--- src/rtl/cpu_pkg.sv ---
// Shared types and constants for the instruction-memory boot loader.
package cpu_pkg;

    typedef enum logic [2:0] {
        LEN0  = 3'd0,
        LEN1  = 3'd1,
        DATA  = 3'd2,
        WRITE = 3'd3,
        DONE  = 3'd4,
        ERR   = 3'd5
    } loader_state_e;

    localparam int LEN_BYTES      = 2;
    localparam int BYTES_PER_WORD = 4;

    // True for the states in which the loader takes bytes from the stream.
    function automatic logic accepts_bytes(input loader_state_e st);
        case (st)
            LEN0, LEN1, DATA: accepts_bytes = 1'b1;
            default:          accepts_bytes = 1'b0;
        endcase
    endfunction

endpackage

--- src/rtl/byte_packer.sv ---
// Assembles stream bytes into a 32-bit little-endian word, one lane per push.
// word shows the assembled word including the byte being pushed, and full
// flags the push that completes the word, so the caller can latch it directly.
module byte_packer
    import cpu_pkg::*;
(
    input  logic        clk,
    input  logic        reset,
    input  logic        clear,
    input  logic        push,
    input  logic [7:0]  in_byte,
    output logic [31:0] word,
    output logic        full
);

    logic [1:0]  lane_r;
    logic [31:0] word_r;
    logic [31:0] word_s;

    // Overlay the incoming byte onto its lane of the held partial word.
    always_comb begin
        word_s = word_r;
        case (lane_r)
            2'd0:    word_s[7:0]   = in_byte;
            2'd1:    word_s[15:8]  = in_byte;
            2'd2:    word_s[23:16] = in_byte;
            2'd3:    word_s[31:24] = in_byte;
            default: word_s        = word_r;
        endcase
    end

    // Lane counter and partial-word storage; the lane wraps after a full word.
    always_ff @(posedge clk) begin
        if (!reset) begin
            lane_r <= 2'd0;
            word_r <= 32'd0;
        end else if (clear) begin
            lane_r <= 2'd0;
            word_r <= 32'd0;
        end else if (push) begin
            lane_r <= lane_r + 2'd1;
            word_r <= word_s;
        end else begin
            lane_r <= lane_r;
            word_r <= word_r;
        end
    end

    assign word = word_s;
    assign full = push & (lane_r == 2'(BYTES_PER_WORD - 1));

endmodule

--- src/rtl/imem_loader.sv ---
// Boot-time instruction-memory writer: takes a length-prefixed byte stream,
// packs it into words, writes consecutive addresses and holds the CPU in reset
// until the image is complete.
module imem_loader
    import cpu_pkg::*;
#(
    parameter int ADDR_W = 8
) (
    input  logic              clk,
    input  logic              reset,
    input  logic [7:0]        in_data,
    input  logic              in_valid,
    output logic              in_ready,
    input  logic              start,
    output logic              imem_we,
    output logic [ADDR_W-1:0] imem_addr,
    output logic [31:0]       imem_wdata,
    output logic              cpu_reset,
    output logic              done,
    output logic              error,
    output logic [ADDR_W:0]   words_loaded
);

    localparam logic [31:0] CAPACITY = 32'd1 << ADDR_W;

    loader_state_e     state_r, state_next_s;
    logic [7:0]        len_lo_r;
    logic [15:0]       count_r;
    logic [ADDR_W-1:0] addr_r;
    logic [ADDR_W:0]   words_loaded_r;
    logic              in_ready_r, imem_we_r, cpu_reset_r, done_r, error_r;
    logic [31:0]       imem_wdata_r;

    logic              fire_s, push_s, word_full_s, restart_s, last_word_s;
    logic [15:0]       header_s;
    logic [31:0]       word_s;

    assign fire_s      = in_valid & in_ready_r;
    assign push_s      = fire_s & (state_r == DATA);
    assign header_s    = {in_data, len_lo_r};
    assign restart_s   = start & ((state_r == DONE) | (state_r == ERR));
    assign last_word_s = (32'(words_loaded_r) + 32'd1) == {16'd0, count_r};

    byte_packer u_packer (
        .clk     (clk),
        .reset   (reset),
        .clear   (restart_s),
        .push    (push_s),
        .in_byte (in_data),
        .word    (word_s),
        .full    (word_full_s)
    );

    // Next-state decision for the header / data / write sequence.
    always_comb begin
        state_next_s = state_r;
        case (state_r)
            LEN0: begin
                if (fire_s) state_next_s = LEN1;
                else        state_next_s = LEN0;
            end
            LEN1: begin
                if (fire_s) begin
                    if ({16'd0, header_s} > CAPACITY) state_next_s = ERR;
                    else if (header_s == 16'd0)       state_next_s = DONE;
                    else                              state_next_s = DATA;
                end else begin
                    state_next_s = LEN1;
                end
            end
            DATA: begin
                if (word_full_s) state_next_s = WRITE;
                else             state_next_s = DATA;
            end
            WRITE: begin
                if (last_word_s) state_next_s = DONE;
                else             state_next_s = DATA;
            end
            DONE, ERR: begin
                if (start) state_next_s = LEN0;
                else       state_next_s = state_r;
            end
            default: state_next_s = LEN0;
        endcase
    end

    // State register plus registered outputs decoded from the next state.
    always_ff @(posedge clk) begin
        if (!reset) begin
            state_r        <= LEN0;
            len_lo_r       <= 8'd0;
            count_r        <= 16'd0;
            addr_r         <= '0;
            words_loaded_r <= '0;
            in_ready_r     <= 1'b0;
            imem_we_r      <= 1'b0;
            imem_wdata_r   <= 32'd0;
            cpu_reset_r    <= 1'b1;
            done_r         <= 1'b0;
            error_r        <= 1'b0;
        end else begin
            state_r     <= state_next_s;
            in_ready_r  <= accepts_bytes(state_next_s);
            imem_we_r   <= (state_next_s == WRITE);
            done_r      <= (state_next_s == DONE);
            error_r     <= (state_next_s == ERR);
            cpu_reset_r <= (state_next_s != DONE);

            if ((state_r == LEN0) && fire_s) len_lo_r <= in_data;
            else                             len_lo_r <= len_lo_r;

            if ((state_r == LEN1) && fire_s) count_r <= header_s;
            else                             count_r <= count_r;

            if (word_full_s) imem_wdata_r <= word_s;
            else             imem_wdata_r <= imem_wdata_r;

            // Address wraps naturally when a full-capacity image completes.
            if (restart_s) begin
                addr_r         <= '0;
                words_loaded_r <= '0;
            end else if (state_r == WRITE) begin
                addr_r         <= addr_r + {{(ADDR_W-1){1'b0}}, 1'b1};
                words_loaded_r <= words_loaded_r + {{ADDR_W{1'b0}}, 1'b1};
            end else begin
                addr_r         <= addr_r;
                words_loaded_r <= words_loaded_r;
            end
        end
    end

    assign in_ready     = in_ready_r;
    assign imem_we      = imem_we_r;
    assign imem_addr    = addr_r;
    assign imem_wdata   = imem_wdata_r;
    assign cpu_reset    = cpu_reset_r;
    assign done         = done_r;
    assign error        = error_r;
    assign words_loaded = words_loaded_r;

endmodule

--- config.mk ---
export PLATFORM = sky130hd
export DESIGN_NAME = imem_loader
export DESIGN_NICKNAME = d
export VERILOG_FILES = /design/src/rtl/cpu_pkg.sv /design/src/rtl/byte_packer.sv /design/src/rtl/imem_loader.sv
export SDC_FILE = /design/constraint.sdc
export NUM_CORES = 1
export LEC_CHECK = 0
export ABC_AREA = 1
export CORE_ASPECT_RATIO = 1.1
export CORE_MARGIN = 4
export CORE_UTILIZATION = 40
export CTS_CLUSTER_SIZE = 24
export DETAILED_ROUTE_END_ITERATION = 8
export DONT_BUFFER_PORTS = 1
export HOLD_SLACK_MARGIN = 0.02
export PLACE_DENSITY = 0.53
export SETUP_SLACK_MARGIN = 0.4
export SYNTH_ARGS = -nofsm -noshare
export SYNTH_HDL_FRONTEND = slang
export SYNTH_HIERARCHICAL = 1
export SYNTH_SLANG_ARGS = --single-unit
--- constraint.sdc ---
create_clock -name clk -period 2.3 [get_ports clk]
set_clock_uncertainty 0.2 [all_clocks]
set_input_delay 0.46 -clock clk [delete_from_list [all_inputs] [get_ports clk]]
set_output_delay 0.46 -clock clk [all_outputs]
set_load 0.01 [all_outputs]
=== Word-level counts from Yosys, hierarchy flattened ===
Cells that the tools add are included.

* Bits in registers: 115
* Bits of input ports: 12
* Output and inout bits: 54
* Logic and storage cells: 61

* Add/subtract/negate cells: 4
* Order comparisons: 1
* Eq/ne operators: 15
* Multiplexer cells: 13
* Bitwise gates (word level): 6
* Reductions and logical operators: 9

{| class="wikitable"
|+ Operators by type and width
! cell !! number
|-
| $mux 8 || 4
|-
| $eq 10x16->1 || 1
|-
| $gt 16x9->1 const B || 1
|-
| $logic_not 16->1 || 1
|-
| $mux 3 || 5
|-
| $pmux 3 s5 || 1
|-
| $eq 3x2->1 const B || 4
|-
| $eq 3x3->1 const B || 4
|-
| $add 9x1->10 const B || 1
|-
| $add 9x1->9 const B || 1
|-
| $add 8x1->8 const B || 1
|-
| $eq 3x1->1 const B || 2
|-
| $logic_not 3->1 || 2
|-
| $and 1x1->1 || 4
|-
| $eq 2x2->1 const B || 2
|-
| $reduce_or 2->1 || 2
|-
| $mux 1 || 3
|-
| $ne 3x3->1 const B || 1
|-
| $reduce_or 3->1 || 1
|-
| $add 2x1->2 const B || 1
|-
| $eq 2x1->1 const B || 1
|-
| $logic_and 1x1->1 || 2
|-
| $logic_not 2->1 || 1
|-
| $not 1->1 || 1
|-
| $or 1x1->1 || 1
|}

=== Depth between registers and ports, before layout ===
Gate-level depths: netlist (run 1).

* Depth after elaboration: 8
* Mapped depth: 16
* Mapped depth without buffers: 14

=== Hierarchy ===
The synthesis (run 1) kept the hierarchy.

{| class="wikitable"
|+ Modules (own cells, without submodules)
! module !! instances !! cells an instance !! area each (um^2) !! seq. area each (um^2)
|-
| imem_loader || 1 || 486 || 3509.6 || 1621.6
|-
| byte_packer || 1 || 326 || 1938.1 || 680.7
|}

=== Least setup slack after synthesis (run 1) ===
OpenSTA, ideal clock, no wires.

* Kind: register to register
* Start: register state_r[1]
* End: register error_r, in the netlist error
* Setup time: 0.070 ns
* Arrival: 1.798 ns
* Data required time: 2.030 ns
* Path slack: 0.232 ns
* Stages on the path, launching flop included: 17
* Buffers on the path: 2
* Clock period less this slack: 2.068 ns
* Path through: dfxtp_1 inv_2 nor3_1 inv_1 nor2_1 buf_6 buf_12 nand2_4 inv_1 inv_1 nor2_1 inv_1 nand3_1 a21oi_1 inv_1 nand2_1 a21oi_1

* Word-level cells in the longest chain between the ends: 6
* Elaborated cells on any way between the ends: 13
* Classes of those cells: eq/ne (6); mux (3); bitwise (2); reduce/logical (2)

{| class="wikitable"
|+ Ends and longest elaborated chain
! element !! line !! text
|-
| start: declaration || imem_loader.sv:26 || <nowiki>loader_state_e state_r, state_next_s;</nowiki>
|-
| start signal: assignment || imem_loader.sv:102 || <nowiki>state_r <= state_next_s;</nowiki>
|-
| $eq 3x2->1 || imem_loader.sv:39 || <nowiki>assign push_s = fire_s & (state_r == DATA);</nowiki>
|-
| $and 1x1->1 || imem_loader.sv:39 ||
|-
| via push_s || imem_loader.sv:34 || <nowiki>logic fire_s, push_s, word_full_s, restart_s, last_word_s;</nowiki>
|-
| $and 1x1->1 || byte_packer.sv:50 || <nowiki>assign full = push & (lane_r == 2'(BYTES_PER_WORD - 1));</nowiki>
|-
| via word_full_s || imem_loader.sv:34 ||
|-
| $mux 1 || imem_loader.sv:72 || <nowiki>if (word_full_s) state_next_s = WRITE;</nowiki>
|-
| $pmux 3 s5 || imem_loader.sv:57 || <nowiki>case (state_r)</nowiki>
|-
| $eq 3x3->1 || imem_loader.sv:106 || <nowiki>error_r <= (state_next_s == ERR);</nowiki>
|-
| end signal: assignment || imem_loader.sv:106 ||
|-
| end: declaration || imem_loader.sv:31 || <nowiki>logic in_ready_r, imem_we_r, cpu_reset_r, done_r, error_r;</nowiki>
|}

The timed path passes the listed nets, and every way through them passes these cells.
A chain may end at the register's enable or synchronous reset.

=== Final worst setup path (run 1) ===
* Start: register words_loaded_r[1], in the netlist words_loaded[1]
* End: register state_r[1]

* Word-level cells in the longest chain between the ends: 4

{| class="wikitable"
|+ Ends and longest elaborated chain
! element !! line !! text
|-
| start: declaration || imem_loader.sv:30 || <nowiki>logic [ADDR_W:0] words_loaded_r;</nowiki>
|-
| start signal: assignment || imem_loader.sv:124 || <nowiki>words_loaded_r <= words_loaded_r + {{ADDR_W{1'b0}}, 1'b1};</nowiki>
|-
| start signal: assignment || imem_loader.sv:127 || <nowiki>words_loaded_r <= words_loaded_r;</nowiki>
|-
| $add 9x1->10 || imem_loader.sv:42 || <nowiki>assign last_word_s = (32'(words_loaded_r) + 32'd1) == {16'd0, count_r};</nowiki>
|-
| $eq 10x16->1 || imem_loader.sv:42 ||
|-
| $mux 3 || imem_loader.sv:76 || <nowiki>if (last_word_s) state_next_s = DONE;</nowiki>
|-
| $pmux 3 s5 || imem_loader.sv:57 ||
|}

No other way between the ends.

==> impl_metrics.yaml, run 1 <==
synthesis:
  syn_nets: 830
  syn-instance-count: 812
  ys_types: 34
  synth.area.top_cells: "dfxtp_1 42%, nand2_1 13%, nor2_1 12%, o21ai_0 6.6%, inv_1 6.5%"
  yosysSeqAreaShare_pct: 42.3
  ys.warnings.count: 6
  yosysTopAreaCell: "dfxtp_1"
  yosys_register_bits: 115
  postSynthAreaPerCell_sq_um: 6.71
  synth_top_area_share_pct: 42.3
  netlist_area_sq_mm: 0.00545
sta:
  worst_slack_ns: 0.333
  worst_pin_slew_ns: 0.442
  hold_viol_final: 1
  slew_headroom_pct: 70.5
  hold_slack_ns: -0.00387
  fmax_mhz: 508
  slew_violations: 0
  finalCriticalPeriod_ns: 1.97
  setup_viol: 0
  layout_worst_path_cycle_share_pct: 85.5
  setup_tns_ns: 0
  grt_setup_unrepaired: "yes"
critical_path:
  start_kind: "flop"
  startpoint: "words_loaded[1]$_SDFFE_PP0P_"
  required_ns: 2.44
  cp-end-kind: "flop"
  rrSetupSlack_ns: 0.33
  critPathKind: "flop to flop"
  r2r_start: "words_loaded[1]$_SDFFE_PP0P_"
  rr_endpoint: "state_r[1]$_SDFF_PN0_"
  critPathArrivalTime_ns: 2.10
  cp-endpoint: "state_r[1]$_SDFF_PN0_"
  critPathMaxFanout: 5
  reg2regPathDepth: 12
flow_run:
  max-cap-violations: 0
cts:
  cts_buffer_depth: 2
  cts_tree: "yes"
  clkSinkCount: 115
  htreeDepth: 4
  numCtsBuffers: 17
  path_clk_slew_ns: 0.05
  clk_latency_ns: 0.42
  clockRootBuffer: "clkbuf_16"
grt:
  grt_pass1_vias: 4733
  grt_pass1_wl_microns: 23500
  grt_remaining_overflow: 0
  antenna_found_initial: 0
  grt_usage_pct: 18.9
  grt_max_degree: 62
place:
  dp_hpwl_microns: 9450
  gp_congestion: 0.833
  port_buffers: 0
  dp_slack_ns: 0.177
outcome:
  status: "finished, violations left"
  violations: "hold timing"
final_layout:
  final_nets: 840
  area_growth_pct: 17.9
  layout_commonest_cell: "nand2_1"
  final_util_pct: 48.4
  num_antenna_cells: 0
  drive_gt1_share_pct: 12.1
  layout_common_cells: "179 x nand2_1, 169 x nor2_1, 106 x dfxtp_1"
routing:
  via_per_inst: 4.88
  wire_per_inst_microns: 14.3
  drc: 0
  drt_iter0_markers: 257
  routed-via-count: 4968
  wirelength_microns: 14600
  ant_nets: 0
  first_pass_iters: 4
die:
  die_w_microns: 119
  dieArea_sq_mm: 0.0156
  rows: 44
  chipHeight_microns: 130
  initial_utilization_pct: 41.1
  core-area_sq_mm: 0.0133
  pin_count: 66
hold_path:
  hp-class: "input pin to flop"
pwr:
  ir_drop_mv: 0.475
  p_per_area_mw_per_mm2: 746
  p_leak_nw: 2.95
==> per-layer routing <==
metal / routed length [microns] / up-vias / share of wire [%] / global-route usage (%)
met5: 0 / - / 0 / 0
met4: 410 / 0 / 2.8 / 9.41
met1: 6380 / 2278 / 44 / 21.9
met2: 7100 / 97 / 49 / 32.2
met3: 681 / 31 / 4.7 / 5.60
li1: - / 2562 / - / -
==> power breakdown <==
| group | internal (mW) | switching [mW] | total (mW) | leakage (nW) |
|---|---|---|---|---|
| Clock | 1.67 | 0.913 | 2.58 | 0.289 |
| Sequential | 2.01 | 0.0202 | 2.04 | 0.934 |
| Combinational | 0.0636 | 0.110 | 0.174 | 1.73 |
==> registers in the layout, indices dropped and copies added (netlist names) <==
name	flops
count_r	16
cpu_reset	1
done	1
error	1
imem_addr	8
imem_wdata	32
imem_we	1
in_ready	1
len_lo_r	8
state_r	3
u_packer/lane_r	2
u_packer/word_r	32
words_loaded	9
==> worst max-delay path: stages, from the launching register on <==
cell and delay (ns):
dfxtp_4 0.40, ha_4 0.18, nand3_2 0.13, nor2_4 0.18, nand2_1 0.09, nand2_1 0.09, nand3_1 0.08, nand2_2 0.08
nor2_4 0.04, nand3_2 0.08, nand2_2 0.07, buf_4 0.14, a21oi_1 0.13
==> final cells by class <==
type / instances / area, sq um
tap: 184 / 230
fill: 1358 / 6850
clock buffer: 22 / 474
timing repair buffer: 23 / 231
inverter: 100 / 378
multi-input combinational: 565 / 2680
sequential: 115 / 2320
clock inverter: 10 / 106
==> stage by stage <==
| stage | cell area (sq um) | cells | hold slack [ns] | power (mW) |
|---|---|---|---|---|
| 3_3_place_gp | 5600 | 974 | 0.268 | 2.21 |
| 2_1_floorplan | 5480 | 812 | 0.244 | 2.19 |
| 6_report | 6420 | 1019 | -0.00387 | 4.79 |
| 4_1_cts | 6270 | 1011 | -0.0404 | 4.81 |
| 3_5_place_dp | 5600 | 974 | 0.269 | 2.21 |
| 5_1_grt | 6420 | 1019 | 0.0216 | 4.95 |
==> cell families (layout without fill, tap and decap cells) <==
kind of cell | after synthesis | after routing | share of synthesized area (%)
buffers and inverters | 132 | 155 | 10.4
adder cells (fa/ha/maj) | 6 | 6 | 1.38
AO/OA/AOI/OAI | 106 | 106 | 10.2
XOR/XNOR | 2 | 2 | 0.322
AND/OR/NAND/NOR | 451 | 451 | 35.4
flip-flops | 115 | 115 | 42.3
==> worst min-delay path by stage <==
| stage | start | end | slack, ns | depth (start not counted) |
|---|---|---|---|---|
| finish | reset | count_r[0]$_SDFFE_PN0P_ | -0.004 | 2 |
| global route | in_data[4] | count_r[12]$_SDFFE_PN0P_ | 0.02 | 2 |
| CTS | reset | imem_wdata[18]$_SDFFE_PN0P_ | -0.04 | 2 |
| detailed placement | count_r[0]$_SDFFE_PN0P_ | count_r[0]$_SDFFE_PN0P_ | 0.27 | 2 |
| global placement | count_r[10]$_SDFFE_PN0P_ | count_r[10]$_SDFFE_PN0P_ | 0.27 | 2 |
| floorplan | count_r[0]$_SDFFE_PN0P_ | count_r[0]$_SDFFE_PN0P_ | 0.24 | 2 |
==> synth_stat cells (all sizes together) <==
master  count
nor4        1
dfxtp     115
and2        1
a211oi      1
nor2      178
nor3        9
nor3b       2
a21oi      26
o211ai      5
clkbuf     10
buf        22
and3        1
inv       100
o21ai      74
ha          6
nand2     188
nand4       2
or2         1
nand3      68
xor2        2
==> repair_timing <==
item / 4_1_cts / 5_1_grt
hold endpoints to repair: 59 / 43
pin swaps: 1 / 6
hold buffers: 4 / 6
endpoints found under the setup margin: 44 / 73
gates cloned: 0 / 0
setup buffers: 1 / 2
gates resized for setup: 14 / 19
(Power assumes the default switching activity.)
==> run 2, diff against run 1 <==
==> constraint.sdc (replaced) <==
create_clock -name clk -period 2.2 [get_ports clk]
set_clock_uncertainty 0.2 [all_clocks]
set_input_delay 0.44 -clock clk [delete_from_list [all_inputs] [get_ports clk]]
set_output_delay 0.44 -clock clk [all_outputs]
set_load 0.01 [all_outputs]
==> run 2 against run 1 <==
The flow still finishes with violations (hold timing). Largest power group unchanged. Worst hold slack worse by 0.0099 ns. Clock power is 2% higher. Fmax is 1.6% lower. Sequential power is 4% higher. Register-to-register slack worse by 0.13 ns. Core utilization is 3.1 points higher. Sequential share of layout area is 2.1 points lower. Power is 3.1% higher. Count of clock-buffer cells in the layout is 6 higher. Via count is 3.3% higher.
==> impl_metrics.yaml, run 2 (synthesis results as in run 1) <==
outcome:
  status: "finished, violations left"
  violations: "hold timing"
final_layout:
  final_util_pct: 51.5
  stdcell_count: 1041
  final_area_sq_mm: 0.00683
  multi_input_area_sq_mm: 0.00281
  area_growth_pct: 25.4
  layout_common_cells: "172 x nand2_1, 165 x nor2_1, 106 x dfxtp_1"
  num_antenna_cells: 0
  layout_commonest_cell: "nand2_1"
  drive_gt1_share_pct: 18.0
  fill_cells: 1304
  seq_area_sq_mm: 0.00233
  final_nets: 863
routing:
  routed-via-count: 5133
  wirelength_microns: 15400
  wire_per_inst_microns: 14.7
  ant_nets: 0
  first_pass_iters: 5
  via_per_inst: 4.93
  drc: 0
  drt_iter0_markers: 330
die:
  initial_utilization_pct: 41.1
  pin_count: 66
  rows: 44
  chipHeight_microns: 130
  core-area_sq_mm: 0.0133
  die_w_microns: 119
  dieArea_sq_mm: 0.0156
sta:
  layout_worst_path_cycle_share_pct: 90.8
  finalCriticalPeriod_ns: 2.00
  fmax_mhz: 500
  hold_slack_ns: -0.0138
  slew_headroom_pct: 76.3
  worst_pin_slew_ns: 0.351
  hold_viol_final: 1
  grt_setup_unrepaired: "yes"
  setup_viol: 0
  slew_violations: 0
  setup_tns_ns: 0
cts:
  cts_tree: "yes"
  clkSinkCount: 115
  htreeDepth: 4
  numCtsBuffers: 17
  clk_latency_ns: 0.41
  cts_buffer_depth: 2
  clockRootBuffer: "clkbuf_16"
  path_clk_slew_ns: 0.06
grt:
  grt_pass1_wl_microns: 22700
  grt_max_degree: 62
  top_usage_layer: "met2"
  grt_usage_pct: 18.4
  grt_remaining_overflow: 0
  antenna_found_initial: 0
  grt_pass1_vias: 4587
  grt_use_met3_pct: 4.74
  grt_use_met1_pct: 21.2
  grt.met2_usage_pct: 32.4
place:
  gp_congestion: 0.769
  port_buffers: 0
  dp_hpwl_microns: 9130
  placedCellCount: 978
  placedInstanceArea_sq_mm: 0.00565
critical_path:
  critPathKind: "flop to flop"
  startpoint: "words_loaded[0]$_SDFFE_PP0P_"
  critPathArrivalTime_ns: 2.09
  required_ns: 2.30
  start_kind: "flop"
  critPathMaxFanout: 5
  cp-end-kind: "flop"
  r2r_start: "words_loaded[0]$_SDFFE_PP0P_"
pwr:
  p_per_area_mw_per_mm2: 723
  ir_drop_mv: 0.416
  p_leak_nw: 3.13
  power.total_mw: 4.94
hold_path:
  worstHoldStart: "reset"
  hp-class: "input pin to flop"
flow_run:
  max-cap-violations: 0
-- run 2: cell count changes in the layout (fill, tap and decap cells not counted), moves of 6 or more --
| cell | before | now |
|---|---|---|
| nand3_2 | 8 | 19 |
| buf_4 | 9 | 23 |
| nand2_1 | 179 | 172 |
| clkbuf_8 | 3 | 9 |
| nand2_2 | 7 | 14 |
| nand3_1 | 60 | 47 |
-- run 2: worst paths after layout --
kind,endpoint,slack (ns),cells after the start
setup / recovery,cpu_reset$_SDFF_PN1_,0.20,12
hold / removal,count_r[7]$_SDFFE_PN0P_,-0.01,2
setup reg to reg,cpu_reset$_SDFF_PN1_,0.20,12
hold reg to reg,count_r[0]$_SDFFE_PN0P_,0.27,2
-- run 2: layout make-up --
| type | count | share of cell area (%) |
|---|---|---|
| repair buffers | 46 | 7.40 |
| inverters | 100 | 5.68 |
| clock buffers | 28 | 8.15 |
| well taps | 184 | 3.37 |
| flip-flops and latches | 115 | 34.1 |
| multi-input cells | 565 | 41.1 |
| clock inverters | 3 | 0.220 |
-- run 2: critical path, stage by stage, from the launching register on --
cell and delay (ns):
dfxtp_4 0.40, ha_4 0.19, nand3_4 0.10, nor2_4 0.16, nand3_1 0.12, nand3_2 0.09, nand2_2 0.06, nor2_4 0.14
nand3_2 0.11, nand2_2 0.11, nand2_2 0.05, nor2_2 0.09, nand2_1 0.05
-- run 2: power by group --
| part | total [mW] | switching, mW | internal (mW) |
|---|---|---|---|
| clock | 2.62 | 0.923 | 1.70 |
| sequential | 2.13 | 0.0208 | 2.11 |
| combinational | 0.192 | 0.123 | 0.0684 |
-- run 2: metrics by stage --
stage | worst slack, ns | hold slack, ns
4_1_cts | 0.204 | -0.0647
3_5_place_dp | 0.102 | 0.267
2_1_floorplan | 0.303 | 0.244
6_report | 0.202 | -0.0138
3_3_place_gp | 0.124 | 0.257
5_1_grt | 0.0987 | 0.0224
-- run 2: what timing repair did --
| item | CTS | global route |
|---|---|---|
| buffers inserted | 4 | 14 |
| gates resized for setup | 20 | 55 |
| endpoints found under the setup margin | 74 | 92 |
| hold buffers | 5 | 3 |
| pin swaps | 7 | 42 |
| cloned | 0 | 6 |
| hold endpoints to repair | 62 | 58 |
-- run 2: routing by layer --
layer	up-vias	wire length, microns
li1	2613	-
met1	2368	6470
met2	118	7690
met3	34	742
met4	0	455
met5	-	0
==> run 3, diff against run 2 <==
--- a/config.mk
+++ b/config.mk
@@ -5,7 +5,6 @@
 export SDC_FILE = /design/constraint.sdc
 export NUM_CORES = 1
 export LEC_CHECK = 0
-export ABC_AREA = 1
 export CORE_ASPECT_RATIO = 1.1
 export CORE_MARGIN = 4
 export CORE_UTILIZATION = 40
==> run 3 against run 2 <==
The flow still finishes with violations (hold timing). Worst setup slack got worse by 0.077 ns. Final area decreased by 5.8%. Combinational power decreased by 6%. Clock power grew 10%. Global-route usage hardly changed. Die area fell by 4.4%. Count of clock-buffer cells in the layout down 6. Non-clock buffer count down 9. Critical endpoint is now done$_SDFF_PN0_. Highest routed layer unchanged.
==> impl_metrics.yaml, run 3 <==
sta:
  layout_worst_path_cycle_share_pct: 94.3
  slew_headroom_pct: 67.5
  setup_viol: 0
  hold_slack_ns: -0.0654
  grt_setup_unrepaired: "yes"
  finalCriticalPeriod_ns: 2.08
  setup_tns_ns: 0
  hold_viol_final: 3
  fmax_mhz: 482
  worst_pin_slew_ns: 0.486
  slew_violations: 0
pwr:
  ir_drop_mv: 0.501
  p_per_area_mw_per_mm2: 805
  p_leak_nw: 2.26
  power.total_mw: 5.18
final_layout:
  stdcell_count: 754
  layout_common_cells: "103 x dfxtp_1, 59 x a21oi_1, 56 x nand2_1, 56 x nor2_1, 46 x nand3_1"
  area_growth_pct: 23.8
  layout_commonest_cell: "dfxtp_1"
  final_nets: 602
  drive_gt1_share_pct: 27.0
  num_antenna_cells: 0
synthesis:
  synth_xor_area_share_pct: 4.22
  synth_simple_gate_area_share_pct: 18.2
  synth_top_family_by_area: "simple AND/OR/NAND/NOR gates"
  synthMuxAreaShare_pct: 13.3
  ys.warnings.count: 6
  synth_edf_count: 0
  ys.flop_type: "dfxtp_1"
  ys_types: 46
  synth.area.top_cells: "dfxtp_1 44%, mux2_2 6.9%, mux2i_1 6.4%, a21bo_2 5.8%, a21oi_1 5.8%"
  syn-instance-count: 569
  yosysMostFrequentCell: "dfxtp_1"
  synth-compound-area-share_pct: 14.1
  synth_top_area_share_pct: 44.3
  syn_nets: 587
  yosys_register_bits: 115
  yosysSeqAreaShare_pct: 44.3
  synth_common_cells: "115 x dfxtp_1, 60 x a21oi_1, 59 x nor2_1"
  netlist_area_sq_mm: 0.00519
  async_reset_ff_share_pct: 0
  yosysTopAreaCell: "dfxtp_1"
  synth-adder-area-share_pct: 1.45
  postSynthAreaPerCell_sq_um: 9.13
die:
  chipHeight_microns: 128
  initial_utilization_pct: 41.1
  dieArea_sq_mm: 0.0149
  pin_count: 66
  die_w_microns: 117
  core-area_sq_mm: 0.0126
  rows: 43
critical_path:
  cp_cell_sequence: "or4_4 > nor3_4 > nand4_1 > nor4_4 > a31o_2 > and4_1"
  required_ns: 2.35
  startpoint: "count_r[12]$_SDFFE_PN0P_"
  start_kind: "flop"
  r2r_start: "count_r[12]$_SDFFE_PN0P_"
  critPathArrivalTime_ns: 2.23
  cp-end-kind: "flop"
  critPathKind: "flop to flop"
  cp_slowest_cell: "or4_4"
  slowest_delay_ns: 0.54
  critPathMaxFanout: 5
routing:
  routed-via-count: 4003
  via_per_inst: 5.31
  drt_iter0_markers: 224
  wire_per_inst_microns: 17.7
  wirelength_microns: 13300
  ant_nets: 0
  first_pass_iters: 4
  drc: 0
place:
  gp_congestion: 0.785
  port_buffers: 0
  dp_hpwl_microns: 7620
  placedCellCount: 708
grt:
  grt_max_degree: 67
  grt_usage_pct: 18.4
  grt_remaining_overflow: 0
  grt_pass1_vias: 4028
  grt_pass1_wl_microns: 21100
  antenna_found_initial: 0
cts:
  htreeDepth: 4
  path_clk_slew_ns: 0.05
  clk_latency_ns: 0.41
  clockRootBuffer: "clkbuf_16"
  cts_hold_buf: 8
  clkSinkCount: 115
  cts_buffer_depth: 2
  cts_tree: "yes"
  numCtsBuffers: 17
hold_path:
  worstHoldStart: "reset"
  hp-class: "input pin to flop"
outcome:
  status: "finished, violations left"
  violations: "hold timing"
flow_run:
  max-cap-violations: 0
[run 3: per-layer routing]
metal | vias to the layer above | part of all wire, % | track usage, %
li1 | 2005 | - | -
met1 | 1883 | 44 | 22.5
met2 | 86 | 47 | 29.6
met3 | 29 | 5.8 | 5.45
met4 | 0 | 3.4 | 8.57
met5 | - | 0 | 0
[run 3: final timing paths]
path	to	slack [ns]	cells past startpoint
worst min-delay path	cpu_reset$_SDFF_PN1_	-0.07	1
worst min register to register	count_r[12]$_SDFFE_PN0P_	0.26	2
worst max-delay path	done$_SDFF_PN0_	0.12	6
worst max register to register	done$_SDFF_PN0_	0.12	6
[run 3: logic make-up after synthesis]
| logic type | after synthesis |
|---|---|
| and+or+nand+nor | 204 |
| adders and majority gates | 6 |
| buffers and inverters | 47 |
| AOI/OAI and AO/OA | 107 |
| muxes | 65 |
| xor gates and xnor gates | 25 |
| DFF | 115 |
[run 3: final cells by class]
cell class,instances,area (sq um)
Clock buffer,22,464
Clock inverter,10,155
Fill cell,1170,6210
Inverter,6,22.5
Multi-Input combinational cell,407,2830
Sequential cell,115,2330
Tap cell,157,196
Timing Repair Buffer,37,432
[run 3: stage by stage]
stage	setup slack (ns)	util, %	cell area [sq um]
after floorplan	0.267	-	5290
after global routing	0.0320	50.9	6430
after global placement	0.00304	43.2	5460
final	0.125	50.9	6430
after detailed placement	-0.0175	43.2	5460
after CTS	0.130	49.2	6220
[run 3: power by group]
part           switching [mW]  leakage (nW)  internal (mW)
registers              0.0168         0.935           2.10
clock network           0.943         0.300           1.94
logic                   0.112          1.03         0.0676
[run 3: worst max-delay path, delay by kind of cell (launching register included)]
kind / cells / cell delay [ns]
AND/OR/NAND/NOR: 5 / 1.28
flip-flops: 1 / 0.31
AO/OA/AOI/OAI: 1 / 0.24
[run 3: repair_timing]
item,CTS,global route
setup buffers,1,3
resized for setup,10,29
hold endpoints to repair,52,4
pin swaps,6,13
gates cloned,0,2
endpoints found under the setup margin,26,51
